[config.mk]
export PLATFORM = sky130hd
export DESIGN_NAME = muldiv_unit_flat
export DESIGN_NICKNAME = d
export VERILOG_FILES = /design/src/rtl/muldiv_unit_if.sv /design/src/rtl/muldiv_unit.sv /design/src/flat_wrapper.sv
export SDC_FILE = /design/constraint.sdc
export NUM_CORES = 2
export LEC_CHECK = 0
export CORE_MARGIN = 5
export CORE_UTILIZATION = 40
export CTS_BUF_LIST = sky130_fd_sc_hd__clkbuf_8
export DETAILED_ROUTE_END_ITERATION = 8
export HOLD_SLACK_MARGIN = 0.12
export PLACE_DENSITY_LB_ADDON = 0.25
export SYNTH_ARGS = -nofsm -noshare
export SYNTH_HDL_FRONTEND = slang
export SYNTH_SLANG_ARGS = --single-unit
[constraint.sdc]
create_clock -name clk -period 10.9 [get_ports clk]
set_input_delay 2.725 -clock clk [delete_from_list [all_inputs] [get_ports clk]]
set_output_delay 2.725 -clock clk [all_outputs]
set_load 0.01 [all_outputs]
[src/rtl/muldiv_unit_if.sv]
// Request/response bundle between the ID/EX stage and the iterative
// multiply/divide unit. The pipeline side drives the request and the kill
// input; the unit drives the status signals and the result.
interface muldiv_unit_if #(
  parameter int XLEN = 64
);
  logic            Start_E;
  logic [2:0]      Op_E;
  logic            Word_E;
  logic [XLEN-1:0] SrcA_E;
  logic [XLEN-1:0] SrcB_E;
  logic            Kill_E;
  logic            Busy_E;
  logic            Done_E;
  logic [XLEN-1:0] Result_E;

  modport master (
    output Start_E, Op_E, Word_E, SrcA_E, SrcB_E, Kill_E,
    input  Busy_E, Done_E, Result_E
  );

  modport slave (
    input  Start_E, Op_E, Word_E, SrcA_E, SrcB_E, Kill_E,
    output Busy_E, Done_E, Result_E
  );
endinterface

[src/rtl/muldiv_unit.sv]
// Iterative RV64M multiply/divide unit for the Execute stage.
// Shift-add multiply and restoring divide, one bit per cycle, operating on
// magnitudes with a sign fix-up pass afterwards. Word variants run 32
// iterations and sign-extend their result from bit 31. Early-out divides
// (divide by zero, signed overflow) skip CALC and carry a preset result
// through FIX untouched.
module muldiv_unit #(
  parameter int XLEN = 64
) (
  input  logic         clk,
  input  logic         rst,
  muldiv_unit_if.slave mdu
);

  localparam int              CW     = $clog2(XLEN) + 1;
  localparam logic [CW-1:0]   LAST_X = CW'(XLEN - 1);
  localparam logic [CW-1:0]   LAST_W = CW'(31);

  typedef enum logic [2:0] {IDLE, PREP, CALC, FIX, DONE} state_t;

  state_t            state, state_next;

  // Latched request
  logic [2:0]        op;
  logic              word;      // effective word width (only word-capable ops)
  logic [XLEN-1:0]   src_a, src_b;

  // Iteration state
  logic [CW-1:0]     cnt;
  logic [2*XLEN-1:0] prod, mcand;
  logic [XLEN-1:0]   mplier, dvsr, quo, rem;
  logic              neg_lo;    // negate product / quotient
  logic              neg_rem;   // negate remainder
  logic [XLEN-1:0]   result;

  // Operand preparation (combinational, from the latched request)
  logic              sign_a, sign_b, a_neg, b_neg, a_min, div_zero, div_ovf, early;
  logic [XLEN-1:0]   ext_a, ext_b, mag_a, mag_b;

  // Iteration and fix-up helpers
  logic [XLEN:0]     shifted, diff;
  logic [2*XLEN-1:0] prod_fix;
  logic [XLEN-1:0]   quo_fix, rem_fix, raw, fix_val;
  logic              busy, done;

  // Operand signedness, width extension, magnitudes and early-out detection
  always_comb begin
    // NOTE: every variable gets a default before any branch, so no latch is inferred.
    sign_a = (op == 3'b001) || (op == 3'b010) || (op == 3'b100) || (op == 3'b110);
    sign_b = (op == 3'b001) || (op == 3'b100) || (op == 3'b110);
    ext_a  = src_a;
    ext_b  = src_b;
    if (word) begin
      for (int i = 32; i < XLEN; i++) begin
        ext_a[i] = sign_a & src_a[31];
        ext_b[i] = sign_b & src_b[31];
      end
    end
    a_neg    = sign_a & ext_a[XLEN-1];
    b_neg    = sign_b & ext_b[XLEN-1];
    mag_a    = a_neg ? -ext_a : ext_a;
    mag_b    = b_neg ? -ext_b : ext_b;
    a_min    = word ? (ext_a[31:0] == 32'h8000_0000)
                    : (ext_a == {1'b1, {(XLEN-1){1'b0}}});
    div_zero = (ext_b == '0);
    div_ovf  = sign_a & a_min & (ext_b == '1);
    early    = op[2] & (div_zero | div_ovf);
  end

  // One restoring-divide trial subtraction
  always_comb begin
    shifted = {rem, quo[XLEN-1]};
    diff    = shifted - {1'b0, dvsr};
  end

  // Sign fix-up, result selection and word sign-extension
  always_comb begin
    prod_fix = neg_lo  ? -prod : prod;
    quo_fix  = neg_lo  ? -quo  : quo;
    rem_fix  = neg_rem ? -rem  : rem;
    unique case (op)
      3'b000:                 raw = prod_fix[XLEN-1:0];
      3'b001, 3'b010, 3'b011: raw = prod_fix[2*XLEN-1:XLEN];
      3'b100, 3'b101:         raw = quo_fix;
      default:                raw = rem_fix;
    endcase
    fix_val = raw;
    if (word) begin
      for (int i = 32; i < XLEN; i++) fix_val[i] = raw[31];
    end
  end

  // State register
  always_ff @(posedge clk or negedge rst) begin
    // NOTE: sequential state uses non-blocking assignments so every register samples pre-edge values.
    if (!rst) state <= IDLE;
    else      state <= state_next;
  end

  // Next-state logic and status outputs; kill wins over everything
  always_comb begin
    state_next = state;
    busy       = (state == PREP) || (state == CALC) || (state == FIX);
    done       = (state == DONE);
    unique case (state)
      IDLE: if (mdu.Start_E) state_next = PREP;
      PREP: state_next = early ? FIX : CALC;
      CALC: if (cnt == (word ? LAST_W : LAST_X)) state_next = FIX;
      FIX:  state_next = DONE;
      DONE: state_next = IDLE;
      default: state_next = IDLE;
    endcase
    if (mdu.Kill_E) state_next = IDLE;
  end

  // Datapath: latch request, prepare operands, iterate, capture result
  always_ff @(posedge clk or negedge rst) begin
    if (!rst) begin
      op      <= '0;
      word    <= 1'b0;
      src_a   <= '0;
      src_b   <= '0;
      cnt     <= '0;
      prod    <= '0;
      mcand   <= '0;
      mplier  <= '0;
      dvsr    <= '0;
      quo     <= '0;
      rem     <= '0;
      neg_lo  <= 1'b0;
      neg_rem <= 1'b0;
      result  <= '0;
    end else begin
      unique case (state)
        IDLE: begin
          if (mdu.Start_E && !mdu.Kill_E) begin
            op    <= mdu.Op_E;
            word  <= mdu.Word_E && (XLEN == 64) && ((mdu.Op_E == 3'b000) || mdu.Op_E[2]);
            src_a <= mdu.SrcA_E;
            src_b <= mdu.SrcB_E;
          end
        end
        PREP: begin
          cnt <= '0;
          if (early) begin
            neg_lo  <= 1'b0;
            neg_rem <= 1'b0;
            quo     <= div_zero ? '1 : ext_a;
            rem     <= div_zero ? ext_a : '0;
          end else begin
            neg_lo  <= a_neg ^ b_neg;
            neg_rem <= a_neg;
            if (op[2]) begin
              dvsr <= mag_b;
              rem  <= '0;
              // Park a word dividend at the top so the MSB-first loop sees it first.
              quo  <= word ? (mag_a << 32) : mag_a;
            end else begin
              prod   <= '0;
              mcand  <= {{XLEN{1'b0}}, mag_a};
              mplier <= mag_b;
            end
          end
        end
        CALC: begin
          cnt <= cnt + 1'b1;
          if (op[2]) begin
            if (!diff[XLEN]) begin
              rem <= diff[XLEN-1:0];
              quo <= {quo[XLEN-2:0], 1'b1};
            end else begin
              rem <= shifted[XLEN-1:0];
              quo <= {quo[XLEN-2:0], 1'b0};
            end
          end else begin
            if (mplier[0]) prod <= prod + mcand;
            mcand  <= mcand << 1;
            mplier <= mplier >> 1;
          end
        end
        FIX: begin
          if (!mdu.Kill_E) result <= fix_val;
        end
        default: ;
      endcase
    end
  end

  assign mdu.Busy_E   = busy;
  assign mdu.Done_E   = done;
  assign mdu.Result_E = result;

endmodule

[src/flat_wrapper.sv]
// flat-port wrapper written by rule: the top's interface ports become plain ports
module muldiv_unit_flat 
#(
  parameter int XLEN = 64
)
  (clk, rst, mdu_Start_E, mdu_Op_E, mdu_Word_E, mdu_SrcA_E, mdu_SrcB_E, mdu_Kill_E, mdu_Busy_E, mdu_Done_E, mdu_Result_E);
  muldiv_unit_if #(.XLEN(XLEN)) mdu_i ();
  input  logic clk;
  input  logic rst;
  input wire logic [$bits(mdu_i.Start_E)-1:0] mdu_Start_E;
  input wire logic [$bits(mdu_i.Op_E)-1:0] mdu_Op_E;
  input wire logic [$bits(mdu_i.Word_E)-1:0] mdu_Word_E;
  input wire logic [$bits(mdu_i.SrcA_E)-1:0] mdu_SrcA_E;
  input wire logic [$bits(mdu_i.SrcB_E)-1:0] mdu_SrcB_E;
  input wire logic [$bits(mdu_i.Kill_E)-1:0] mdu_Kill_E;
  output wire logic [$bits(mdu_i.Busy_E)-1:0] mdu_Busy_E;
  output wire logic [$bits(mdu_i.Done_E)-1:0] mdu_Done_E;
  output wire logic [$bits(mdu_i.Result_E)-1:0] mdu_Result_E;
  assign mdu_i.Start_E = mdu_Start_E;
  assign mdu_i.Op_E = mdu_Op_E;
  assign mdu_i.Word_E = mdu_Word_E;
  assign mdu_i.SrcA_E = mdu_SrcA_E;
  assign mdu_i.SrcB_E = mdu_SrcB_E;
  assign mdu_i.Kill_E = mdu_Kill_E;
  assign mdu_Busy_E = mdu_i.Busy_E;
  assign mdu_Done_E = mdu_i.Done_E;
  assign mdu_Result_E = mdu_i.Result_E;
  muldiv_unit #(.XLEN(XLEN)) u_core (.clk(clk), .rst(rst), .mdu(mdu_i));
endmodule
==> impl_results.md <==
- Outcome: complete, no violations
- Critical Path Source Type: register
- Row Count: 132
- Clock Pin Slew Worst Setup and Hold Paths: 60 ps
- Worst Max-Slew Pin Slew: 1150 ps
- Worst EP arrival: 6660 ps
- Post-synthesis cell area: 0.0518 sq mm
- GP Congestion: 1.02
- Final ANT Viol Nets: 0
- Worst Setup SP: u_core.quo[21]$_DFFE_PN0P_
- CP Max Fanout: 6
- TNS Setup: 0 ps
- Drt via density: 6.10
- Peak VDD IR: 0.000197 V
- IO Count: 202
- Largest net degree at the start of global routing: 184
- Initial antenna violation count: 3
- CTS tree: built
- Yosys cell types: 82
- Reg2reg end: u_core.mdu.Result_E[63]$_DFFE_PN0P_
- DR WL/cell: 24.7 um
- Hold-fix buffers, CTS: 0
- Initial DRT Pass Iterations: 8
- RSZ-0062 raised after global routing: false
- Initial DRC Count: 5703
- Final Setup Violations: 0
- Cts bufs inserted: 136
- Slew margin rel.: 21.5%
- Reg-to-Reg Start: u_core.quo[21]$_DFFE_PN0P_
- EDFF count, synth: 0
- Gr usage total: 28.8%
- Crit. End Element: register
- Min-Delay Endpoint: u_core.mdu.Result_E[18]$_DFFE_PN0P_
- R2R Setup Slk: 5020 ps
- Num Clock Sinks: 720
- Worst-Skew Late Latency: 920 ps
- CTS H-tree lvls: 4
- Storage element area: 0.0180 sq mm
- CORE AREA: 0.129 sq mm
- Syn avg cell area: 8.13 sq um
- Die Height: 370 um
- Hold path depth: 2
- Post-layout min period: 5880 ps
- Die X: 370 um
- Clock Path Buffers: 3
- Worst EP required: 11680 ps
- FF+latch count, synth: 720
- FF-to-FF path depth: 11
- HPWL after DPL: 154000 um
- Async set or reset register ratio after synthesis: 100%
- Pwr dens: 291 mW/mm^2
- Share of layout cells above drive strength 1: 7.72%
- # Post-CTS Setup Buffers: 0
- Setup CP Type: reg2reg
- Hold Slack: 475 ps
- Grt total ovfl: 0
- Die footprint: 0.137 sq mm
- Vias: 50223
- Mapped Nets: 6710
- Clk root buf: clkbuf_8
- Placement Cell Area: 0.0553 sq mm
- Final Max Slew Viols: 0
- Seq/Total Area, Yosys: 34.8%
- Buffers on Ports: 201
- Hold path start: u_core.mdu.Result_E[18]$_DFFE_PN0P_
- Static leakage: 24.8 nW
- Clk_skew: 42.7 ps
- FILL cells: 12895
- # resized after CTS: 0
- Most common flop cell mapped by yosys: dfrtp_1
- Area delta synth->final: 12.0%
- Fin nets: 6715
- Fmax: 0.170 GHz
- Tcrit/Tclk final: 53.9%
- First-pass GRT wire length: 303000 um
- Fin area: 0.0581 sq mm
- Cells after Synth: 6374
- Drc violations: 0
- Starting Density: 40.1%
- Hold Vio Cnt, Final: 0
- Max-Cap Viols: 0
- Multi-input gate area in the final layout: 0.0318 sq mm
- Total Wirelength: 204000 um
- Hold/Removal Path Class: reg2reg
- Yosys Warn Count: 0
- Number of global-route vias before repair: 47340
==> registers in the layout (all words and copies together) (netlist names), 7 cells and up <==
| name | count |
|---|---|
| u_core.cnt | 7 |
| u_core.dvsr | 64 |
| u_core.mcand | 128 |
| u_core.mdu.Result_E | 64 |
| u_core.mplier | 64 |
| u_core.prod | 128 |
| u_core.quo | 64 |
| u_core.rem | 64 |
| u_core.src_a | 64 |
| u_core.src_b | 64 |
==> worst max-delay path: stages (launching register included) <==
cell,delay (ps)
dfrtp_1,440
or4_1,600
or3_1,420
or4_1,640
or2_2,360
or3_1,390
or3_1,400
o31ai_1,330
nand3_1,420
xnor2_1,1000
o221ai_1,440
a22o_1,300
==> per-stage QoR <==
| step | power [mW] | worst slack [ps] | instances | utilization (%) |
|---|---|---|---|---|
| 2_1_floorplan | 10.5 | 6560 | 6374 | - |
| 3_3_place_gp | 13.8 | 5120 | 7983 | 42.8 |
| 3_5_place_dp | 13.9 | 5070 | 7983 | 42.8 |
| 4_1_cts | 16.7 | 5130 | 8220 | 45.0 |
| 5_1_grt | 17.9 | 4850 | 8223 | 45.0 |
| 6_report | 16.9 | 5020 | 8227 | 45.0 |
==> cell usage after synthesis (43+ instances only) <==
| library cell | instances | area, sq um |
|---|---|---|
| xnor2_1 | 278 | 2430 |
| nand4_1 | 101 | 632 |
| a31oi_1 | 66 | 413 |
| o31ai_1 | 121 | 908 |
| nor4_1 | 68 | 425 |
| clkbuf_1 | 367 | 1380 |
| o21ai_0 | 727 | 3640 |
| a21o_1 | 137 | 1030 |
| nor3_1 | 130 | 651 |
| dfrtp_1 | 720 | 18000 |
| nor2_1 | 529 | 1990 |
| inv_1 | 156 | 586 |
| or3_1 | 90 | 563 |
| a21oi_1 | 633 | 3170 |
| ha_1 | 198 | 2480 |
| mux2i_1 | 58 | 581 |
| xor2_1 | 237 | 2080 |
| or4_1 | 45 | 338 |
| nand2_1 | 692 | 2600 |
| nand3_1 | 134 | 671 |
| a22o_1 | 76 | 666 |
| o21bai_1 | 43 | 323 |
| mux2_2 | 145 | 1630 |
==> how the worst max path moves through the flow <==
| stage | depth (start not counted) | slack, ps | end |
|---|---|---|---|
| floorplan | 10 | 6560 | u_core.mdu.Result_E[62]$_DFFE_PN0P_ |
| global placement | 12 | 5120 | u_core.mdu.Result_E[62]$_DFFE_PN0P_ |
| detailed placement | 12 | 5070 | u_core.mdu.Result_E[62]$_DFFE_PN0P_ |
| CTS | 11 | 5130 | u_core.mdu.Result_E[63]$_DFFE_PN0P_ |
| global route | 17 | 4850 | u_core.rem[4]$_DFFE_PN0P_ |
| finish | 11 | 5020 | u_core.mdu.Result_E[63]$_DFFE_PN0P_ |
==> placed cells by master, fill, tap and decap left out, drive strengths merged, types with 36 or more instances in the layout <==
master and instances:
o22ai 39, a31oi 66, o21bai 43, mux2i 58
buf 80, nand4 101, a221oi 36, ha 198
nor2 529, mux2 145, a22oi 39, o41ai 39
a22o 76, nand2 692, nand2b 37, dfrtp 720
clkdlybuf4s50 200, xnor2 278, inv 202, clkbuf 169
nor4 68, xor2 237, nand3 134, a21oi 633
o31ai 121, a21o 137, or4 50, o21ai 730
nor3 131, or3 91
==> cell type report <==
type / count / area share [%]
diodes: 7 / 0.0302
well taps: 1742 / 3.75
clock inverters: 68 / 0.788
multi-input cells: 5085 / 54.8
repair buffers: 280 / 4.60
clock buffers: 169 / 4.00
flip-flops and latches: 720 / 31.0
inverters: 156 / 1.01
==> kinds of logic after synthesis <==
family	count (synthesis)	synth area share [%]
AOI/OAI and AO/OA	2188	25.6
and+or+nand+nor	1979	17.7
DFF	720	34.8
buffers and inverters	569	4.16
xor gates and xnor gates	515	8.70
muxes	203	4.27
adders and majority gates	200	4.86
==> layer usage <==
layer  up-vias  GRT usage, %  wire length, um
li1      23183             -                -
met1     24406          39.4            87300
met2      2200          44.9            90500
met3       434          5.51            16700
met4         0          11.9             9000
met5         -             0                0
==> where the power goes <==
part / internal (mW) / total (mW) / switching [mW]
clock: 1.50 / 2.78 / 1.29
sequential: 3.51 / 4.78 / 1.27
combinational: 3.42 / 9.37 / 5.95
No activity file was read; power rests on OpenSTA's default activity.
